File: config.mk
export PLATFORM = sky130hd
export DESIGN_NAME = fila_cmd_gen
export DESIGN_NICKNAME = d
export VERILOG_FILES = /design/src/rtl/fila_pkg.sv /design/src/rtl/btn_debounce.sv /design/src/rtl/fila_cmd_gen.sv
export SDC_FILE = /design/constraint.sdc
export NUM_CORES = 1
export LEC_CHECK = 0
export CORE_MARGIN = 4
export CORE_UTILIZATION = 30
export CTS_BUF_LIST = sky130_fd_sc_hd__clkbuf_4 sky130_fd_sc_hd__clkbuf_8
export CTS_CLUSTER_DIAMETER = 120
export DETAILED_ROUTE_END_ITERATION = 8
export MAX_ROUTING_LAYER = met4
export PLACE_DENSITY = 0.54
export SETUP_SLACK_MARGIN = 0.02
export SYNTH_ARGS = -nofsm -noshare
export SYNTH_HDL_FRONTEND = slang
export SYNTH_SLANG_ARGS = --single-unit
export TNS_END_PERCENT = 50
File: constraint.sdc
create_clock -name clock_10KHz -period 1.5 [get_ports clock_10KHz]
set_input_delay 0.15 -clock clock_10KHz [delete_from_list [all_inputs] [get_ports clock_10KHz]]
set_output_delay 0.15 -clock clock_10KHz [all_outputs]
set_load 0.005 [all_outputs]
File: src/rtl/fila_pkg.sv
// Shared types and sizing for the fila command front end.
package fila_pkg;
    localparam int DATA_W    = 8;
    localparam int DEPTH_DEF = 8;

    typedef enum logic [1:0] {IDLE, ISSUE, WAIT} state_t;
    typedef enum logic {CMD_ENQ, CMD_DEQ} cmd_t;
endpackage

File: src/rtl/btn_debounce.sv
// Raw button -> 2-flop synchroniser -> counter debouncer -> one-cycle press pulse.
module btn_debounce #(
    parameter int DEB_CYCLES = 200
) (
    input  logic clk,
    input  logic rst,
    input  logic btn,
    output logic press
);
    localparam int CW = $clog2(DEB_CYCLES + 1);

    logic          sync0;
    logic          sync1;
    logic          level;
    logic [CW-1:0] cnt;

    always_ff @(posedge clk or posedge rst) begin
        if (rst) begin
            sync0 <= 1'b0;
            sync1 <= 1'b0;
            level <= 1'b0;
            cnt   <= '0;
            press <= 1'b0;
        end else begin
            sync0 <= btn;
            sync1 <= sync0;
            press <= 1'b0;
            if (sync1 == level) begin
                cnt <= '0;
            end else if (cnt == CW'(DEB_CYCLES - 1)) begin
                // DEB_CYCLES-th consecutive disagreeing cycle: accept the new level
                cnt   <= '0;
                level <= sync1;
                press <= sync1;
            end else begin
                cnt <= cnt + 1'b1;
            end
        end
    end
endmodule

File: src/rtl/fila_cmd_gen.sv
// Turns debounced buttons into spaced, legality-checked enqueue/dequeue requests for fila.
module fila_cmd_gen
    import fila_pkg::*;
#(
    parameter int DEB_CYCLES  = 200,
    parameter int HOLD_CYCLES = 2,
    parameter int DEPTH       = DEPTH_DEF
) (
    input  logic              clock_10KHz,
    input  logic              reset,
    input  logic              btn_enq_in,
    input  logic              btn_deq_in,
    input  logic [DATA_W-1:0] sw_data_in,
    input  logic [DATA_W-1:0] len_in,
    output logic              enqueue_out,
    output logic              dequeue_out,
    output logic [DATA_W-1:0] data_out,
    output logic              reject_out,
    output logic              busy_out
);
    localparam int HW = $clog2(HOLD_CYCLES + 1);

    logic enq_press;
    logic deq_press;

    btn_debounce #(.DEB_CYCLES(DEB_CYCLES)) u_deb_enq (
        .clk(clock_10KHz), .rst(reset), .btn(btn_enq_in), .press(enq_press)
    );
    btn_debounce #(.DEB_CYCLES(DEB_CYCLES)) u_deb_deq (
        .clk(clock_10KHz), .rst(reset), .btn(btn_deq_in), .press(deq_press)
    );

    state_t            state, state_n;
    logic [HW-1:0]     hold, hold_n;
    logic [DATA_W-1:0] data_n;
    logic              enq_n, deq_n, rej_n;

    always_ff @(posedge clock_10KHz or posedge reset) begin
        if (reset) begin
            state       <= IDLE;
            hold        <= '0;
            data_out    <= '0;
            enqueue_out <= 1'b0;
            dequeue_out <= 1'b0;
            reject_out  <= 1'b0;
        end else begin
            state       <= state_n;
            hold        <= hold_n;
            data_out    <= data_n;
            enqueue_out <= enq_n;
            dequeue_out <= deq_n;
            reject_out  <= rej_n;
        end
    end

    always_comb begin
        cmd_t pick;
        logic go;
        state_n = state;
        hold_n  = hold;
        data_n  = data_out;
        enq_n   = 1'b0;
        deq_n   = 1'b0;
        rej_n   = 1'b0;
        pick    = CMD_ENQ;
        go      = 1'b0;
        case (state)
            IDLE: begin
                // Enqueue has priority; a simultaneous dequeue press is simply lost
                if (enq_press) begin
                    pick = CMD_ENQ;
                    if (len_in < DATA_W'(DEPTH)) begin
                        go     = 1'b1;
                        data_n = sw_data_in;
                    end else begin
                        rej_n = 1'b1;
                    end
                end else if (deq_press) begin
                    pick = CMD_DEQ;
                    if (len_in != '0) go = 1'b1;
                    else              rej_n = 1'b1;
                end
                if (go) begin
                    state_n = ISSUE;
                    enq_n   = (pick == CMD_ENQ);
                    deq_n   = (pick == CMD_DEQ);
                end
            end
            ISSUE: begin
                state_n = WAIT;
                hold_n  = HW'(HOLD_CYCLES);
            end
            WAIT: begin
                hold_n = hold - 1'b1;
                if (hold <= HW'(1)) state_n = IDLE;
            end
            default: state_n = IDLE;
        endcase
    end

    assign busy_out = (state != IDLE);
endmodule

Word level (Yosys, flattened, before mapping)
Index checks and enable logic that the tools add are counted.
Widths: inputs -> output; s select.
{ "word_totals": {"ff_bits": 39, "inputBits": 20, "out_inout_bits": 12} }
{ "op_classes": {"addsub": 3, "magnitude_cmp": 2, "eq_ne": 8, "mux": 29, "bitwise": 3, "reduce_logical": 8} }
{ "ops": {"columns": ["op", "n"], "rows": [
  ["$mux 8", 4],
  ["$mux 1", 21],
  ["$add 8x1->8 const B", 2],
  ["$eq 8x8->1 const B", 2],
  ["$lt 8x4->1 const B", 1],
  ["$reduce_bool 8->1", 1],
  ["$pmux 2 s3", 1],
  ["$reduce_and 2->1", 3],
  ["$mux 2", 2],
  ["$ne 2x2->1 const B", 2],
  ["$pmux 2 s2", 1],
  ["$reduce_bool 2->1", 2],
  ["$not 1->1", 3],
  ["$reduce_and 3->1", 1],
  ["$eq 1x1->1", 2],
  ["$eq 2x1->1 const B", 1],
  ["$eq 2x2->1 const B", 1],
  ["$le 2x1->1 const B", 1],
  ["$logic_not 2->1", 1],
  ["$sub 2x1->2 const B", 1]
]} }

Longest topological paths before layout
{ "logic_depth": {"depth_word": 7, "depth_mapped": 6, "mapped_depth_nobuf": 6} }

By module
From an unflattened synthesis, not the netlist that was laid out.
{ "unflattened": {"cells_unflattened": 145, "area_unflattened_um2": 1771.7} }
{ "modules_own_cells": {"columns": ["mod", "n_inst", "cells_per_inst", "area_per_inst_um2"], "rows": [
  ["btn_debounce", 2, 45, 533.0],
  ["fila_cmd_gen", 1, 55, 705.7]
]} }

Worst setup path before layout
OpenSTA, ideal clock, no wires.
{ "synth_path": {"path_type": "reg-to-reg", "from": "register state[0]", "to": "register data_out[0]", "setup_ns": 0.125, "arrival_ns": 1.249, "required_time_ns": 1.375, "slack_ns": 0.126, "stages_incl_launch_ff": 6, "path_buffers": 0, "path_cell_list": "dfrtp_1 > inv_1 > ha_1 > nand2_1 > nor2_8 > mux2_4"} }
{ "synth_via": {"elab_chain_cells": 2} }
{ "synth_lines": {"columns": ["item", "line", "source"], "rows": [
  ["start, declared", "fila_cmd_gen.sv:33", "state_t state, state_n;"],
  ["start signal, assigned", "fila_cmd_gen.sv:47", "state <= state_n;"],
  ["$logic_not 2->1", "fila_cmd_gen.sv:67", "case (state)"],
  ["$reduce_and 3->1 (no source line)", null, null],
  ["end signal, assigned", "fila_cmd_gen.sv:49", "data_out <= data_n;"],
  ["end, declared", "fila_cmd_gen.sv:17", "output logic [DATA_W-1:0] data_out,"]
]} }
No other way between the ends.
A chain may end at the register's enable or synchronous reset.

Worst setup path after layout
{ "layout_path": {"from": "register u_deb_deq.cnt[0]", "to": "register u_deb_deq.level"} }
{ "layout_via": {"elab_chain_cells": 2} }
{ "layout_lines": {"columns": ["item", "line", "source"], "rows": [
  ["start, declared", "btn_debounce.sv:15", "logic [CW-1:0] cnt;"],
  ["start signal, assigned", "btn_debounce.sv:36", "cnt <= cnt + 1'b1;"],
  ["$eq 8x8->1", "btn_debounce.sv:30", "end else if (cnt == CW'(DEB_CYCLES - 1)) begin"],
  ["$reduce_and 2->1 (no source line)", null, null],
  ["end signal, assigned", "btn_debounce.sv:33", "level <= sync1;"],
  ["end, declared", "btn_debounce.sv:14", "logic level;"]
]} }
No other way between the ends.

==> summary.md <==
| Metric | Value |
|---|---|
| Status | completed |
| DIE HEIGHT | 83.98 µm |
| Pwr dens | 849.6 mW/mm² |
| DRC viols | 0 |
| RSZ-0062 raised after global routing | true |
| Multi-input gate area | 770.7 µm² |
| Number of port buffers | 31 |
| Crit. Startpoint | u_deb_deq.cnt[0]$_DFF_PP0_ |
| Antenna violations before repair | 0 |
| Post-detailed-route count of antenna-violating nets | 0 |
| Least-Margin Pin Slew | about 0.31 ns |
| Fillers | 525 |
| CP endpoint kind | flop |
| Final instance area | 0.002356 mm² |
| Max cap viols | 0 |
| Place WS | -0.1641 ns |
| Placed Instance Area | 0.002187 mm² |
| FF-to-FF End | u_deb_deq.level$_DFFE_PP0P_ |
| Hold Slack | 0.2315 ns |
| Post-layout nets | 211 |
| Seq. cell area | 975.9 µm² |
| Setup TNS | 0 ns |
| Sw frac | 20.58% |
| H-Tree Depth | 2 |
| Fin crit share | 96.87% |
| Worst reg2reg setup slack | ~0.047 ns |
| Ports | 32 |
| Via count | 1148 |
| Register area share after synthesis | a little under three fifths |
| Ys Warns | 0 |
| Clk network pwr share | 38.7% |
| Number of buffers created by CTS | 5 |
| Final max-slew violation count | 0 |
| Worst setup path class | flop to flop |
| Final hold viol count | 0 |
| Fraction of layout cells with a size suffix above 1 | 22.04% |
| Syn_area_per_cell | 12.46 µm² |
| Later-pin clock latency in the skew report | around 0.28 ns |
| Skew final | 0.003111 ns |
| Global Route Usage Sum | 10.33% |
| Antenna cells | 0 |
| Core Region | 0.005540 mm² |
| Synthesized flop and latch total | 39 |
| Maximum clock rate | about 690 MHz |
| Worst R2R Start | u_deb_deq.cnt[0]$_DFF_PP0_ |
| Initial core utilization | between 30% and 40% |
| GRT overflow | 0 |
| Switching Power | 0.0004119 W |
| First-pass GRT wire length | between 5000 and 6000 µm |
| HP Class | input pin to async pin |
| Post-Syn Area | 0.001732 mm² |
| Worst Slack Setup Final | 0.04699 ns |
| Number of synthesized flops with an enable pin | 0 |
| Total wire length | 3276 µm |
| Crit path max fanout | 3 |
| Post-synth ARST share | 100.0% |
| Critical path launch point type | flop |
| Final Critical Period | 1.453 ns |
| Number of global-route vias before repair | 1210 |
| CTS max path bufs | 2 |
| Internal | between 0.0015 and 0.002 W |
| Cell row count | 27 |
| Unique masters post-synth | 33 |
| Avg WL per Cell | approximately 13 µm |
| Final setup vio count | 0 |
| Area grow syn2layout | 36.05% |
| Detail Placement HPWL | about 2300 µm |
| Final Wtd Congestion | ~0.79 |
| Arr. time, crit path | 1.62 ns |
| Crit path capture | u_deb_deq.level$_DFFE_PP0P_ |
| Leak pwr | 1.095 nW |
| Die area | 0.007052 mm² |
| Critical Path RT | 1.66 ns |
| Via density | about 4.4 |
| Syn_nets | roughly 170 |
| Largest net degree at the start of global routing | 40 |
| Slew HR | roughly four fifths |
| Max VDD drop | 0.4149 mV |
| CTS Sinks | 39 |
| CTS root buf | clkbuf_8 |
| Die X | 83.98 µm |
| Drt first pass iters | 4 |
| Comb power frac | 7.0% |
| Cells after Synth | 139 |
| R2R depth | 4 |
| Flop pwr share | 54.3% |
| Reg clk slew, reported paths | about 0.070 ns |
| CTS tree | done |
| # placed instances | around 250 |
| Final Non-Filler Cells | 258 |
| DR iter-0 viols | 33 |
| Ys flop type | dfrtp_1 |
## Yosys cell counts (2+ instances only)
master | count | area, µm²
nor2_1 | 17 | 63.81
ha_1 | 6 | 75.07
mux2_2 | 2 | 22.52
nand3_1 | 9 | 45.04
xnor2_1 | 6 | 52.55
inv_1 | 7 | 26.28
xor2_1 | 8 | 70.07
and3b_1 | 2 | 17.52
and3_1 | 5 | 31.28
nand4_1 | 3 | 18.77
mux2_4 | 8 | 120.1
dfrtp_1 | 39 | 975.9
nand2_1 | 4 | 15.01
nor4_2 | 2 | 25.02
a21oi_1 | 2 | 10.01
buf_2 | 2 | 10.01
## flip-flops by register name, indices dropped and copies added, names as in the netlist
signal and count:
u_deb_enq.cnt 8, u_deb_deq.sync0 1, data_out 8, u_deb_deq.press 1, enqueue_out 1, hold 2
u_deb_deq.sync1 1, state 2, u_deb_enq.level 1, dequeue_out 1, reject_out 1, u_deb_enq.sync0 1
u_deb_deq.level 1, u_deb_enq.press 1, u_deb_deq.cnt 8, u_deb_enq.sync1 1
## routing by layer
metal	vias up	global-route usage (%)	part of all wire (%)
met5	-	-	0
met4	0	4.386	1.1
met3	2	2.369	4.1
met2	28	15.26	48
met1	558	13.62	47
li1	560	-	-
## critical path, stage by stage, from the launching register on
cell and delay [ns]:
dfrtp_1 0.36, ha_1 0.19, nand4_1 0.16, nor4_4 0.26, mux2_2 0.37
## power groups by stage
stage	sequential (W)	combinational (W)	clock (W)
floorplan	0.00110	0.0000582	0
global placement	0.00111	0.000137	0
detailed placement	0.00111	0.000142	0
CTS	0.00109	0.000143	0.000809
global route	0.00109	0.000158	0.000862
finish	0.00109	0.000140	0.000775
## placed cells by master (no fill, tap or decap), drive strengths merged, types with 2 or more instances in the layout
master and n:
dfrtp 39, clkdlybuf4s50 30, nor2 20, mux2 10, nand3 9, buf 9, xor2 8, clkbuf 8
inv 7, xnor2 6, ha 6, and3 5, nand2 5, nand4 3, or2 3, a21oi 2
nor4 2, and3b 2, nor3 2
## area by class of cell
class	count	area share (%)
Timing Repair Buffer	40	16.52
Sequential cell	39	41.42
Multi-Input combinational cell	92	32.71
Clock buffer	8	4.408
Inverter	7	1.115
Tap cell	72	3.824
## through the flow
step / total power [W] / util, %
global placement: 0.001243 / 39.48
floorplan: 0.001161 / -
global route: 0.002109 / 42.52
CTS: 0.002038 / 41.87
finish: 0.002002 / 42.52
detailed placement: 0.001248 / 39.48
## timing repair
action	in CTS	in global routing
hold buffers	0	0
setup endpoints to repair	13	25
gates cloned	1	0
pin swaps	0	2
buffers inserted	1	1
gates resized for setup	4	6
## cells by family (layout without fill, tap and decap cells)
family | after synthesis | in the layout | synth area share [%]
AO/OA/AOI/OAI | 8 | 8 | 3.252
XOR/XNOR | 14 | 14 | 7.081
adder cells (fa/ha/maj) | 6 | 6 | 4.335
buffers and inverters | 9 | 55 | 2.096
flip-flops | 39 | 39 | 56.36
multiplexers | 11 | 11 | 8.815
AND/OR/NAND/NOR | 52 | 53 | 18.06
## worst min-delay path by stage
stage                               from  slack (ns)                         end
6_report                           reset        0.23  u_deb_enq.cnt[1]$_DFF_PP0_
5_1_grt                            reset        0.25  u_deb_enq.cnt[0]$_DFF_PP0_
4_1_cts                            reset        0.24  u_deb_enq.cnt[1]$_DFF_PP0_
3_5_place_dp   u_deb_deq.sync0$_DFF_PP0_        0.33   u_deb_deq.sync1$_DFF_PP0_
3_3_place_gp   u_deb_enq.sync0$_DFF_PP0_        0.33   u_deb_enq.sync1$_DFF_PP0_
2_1_floorplan                 btn_deq_in        0.18   u_deb_deq.sync0$_DFF_PP0_
No activity file was read; power rests on OpenSTA's default activity.
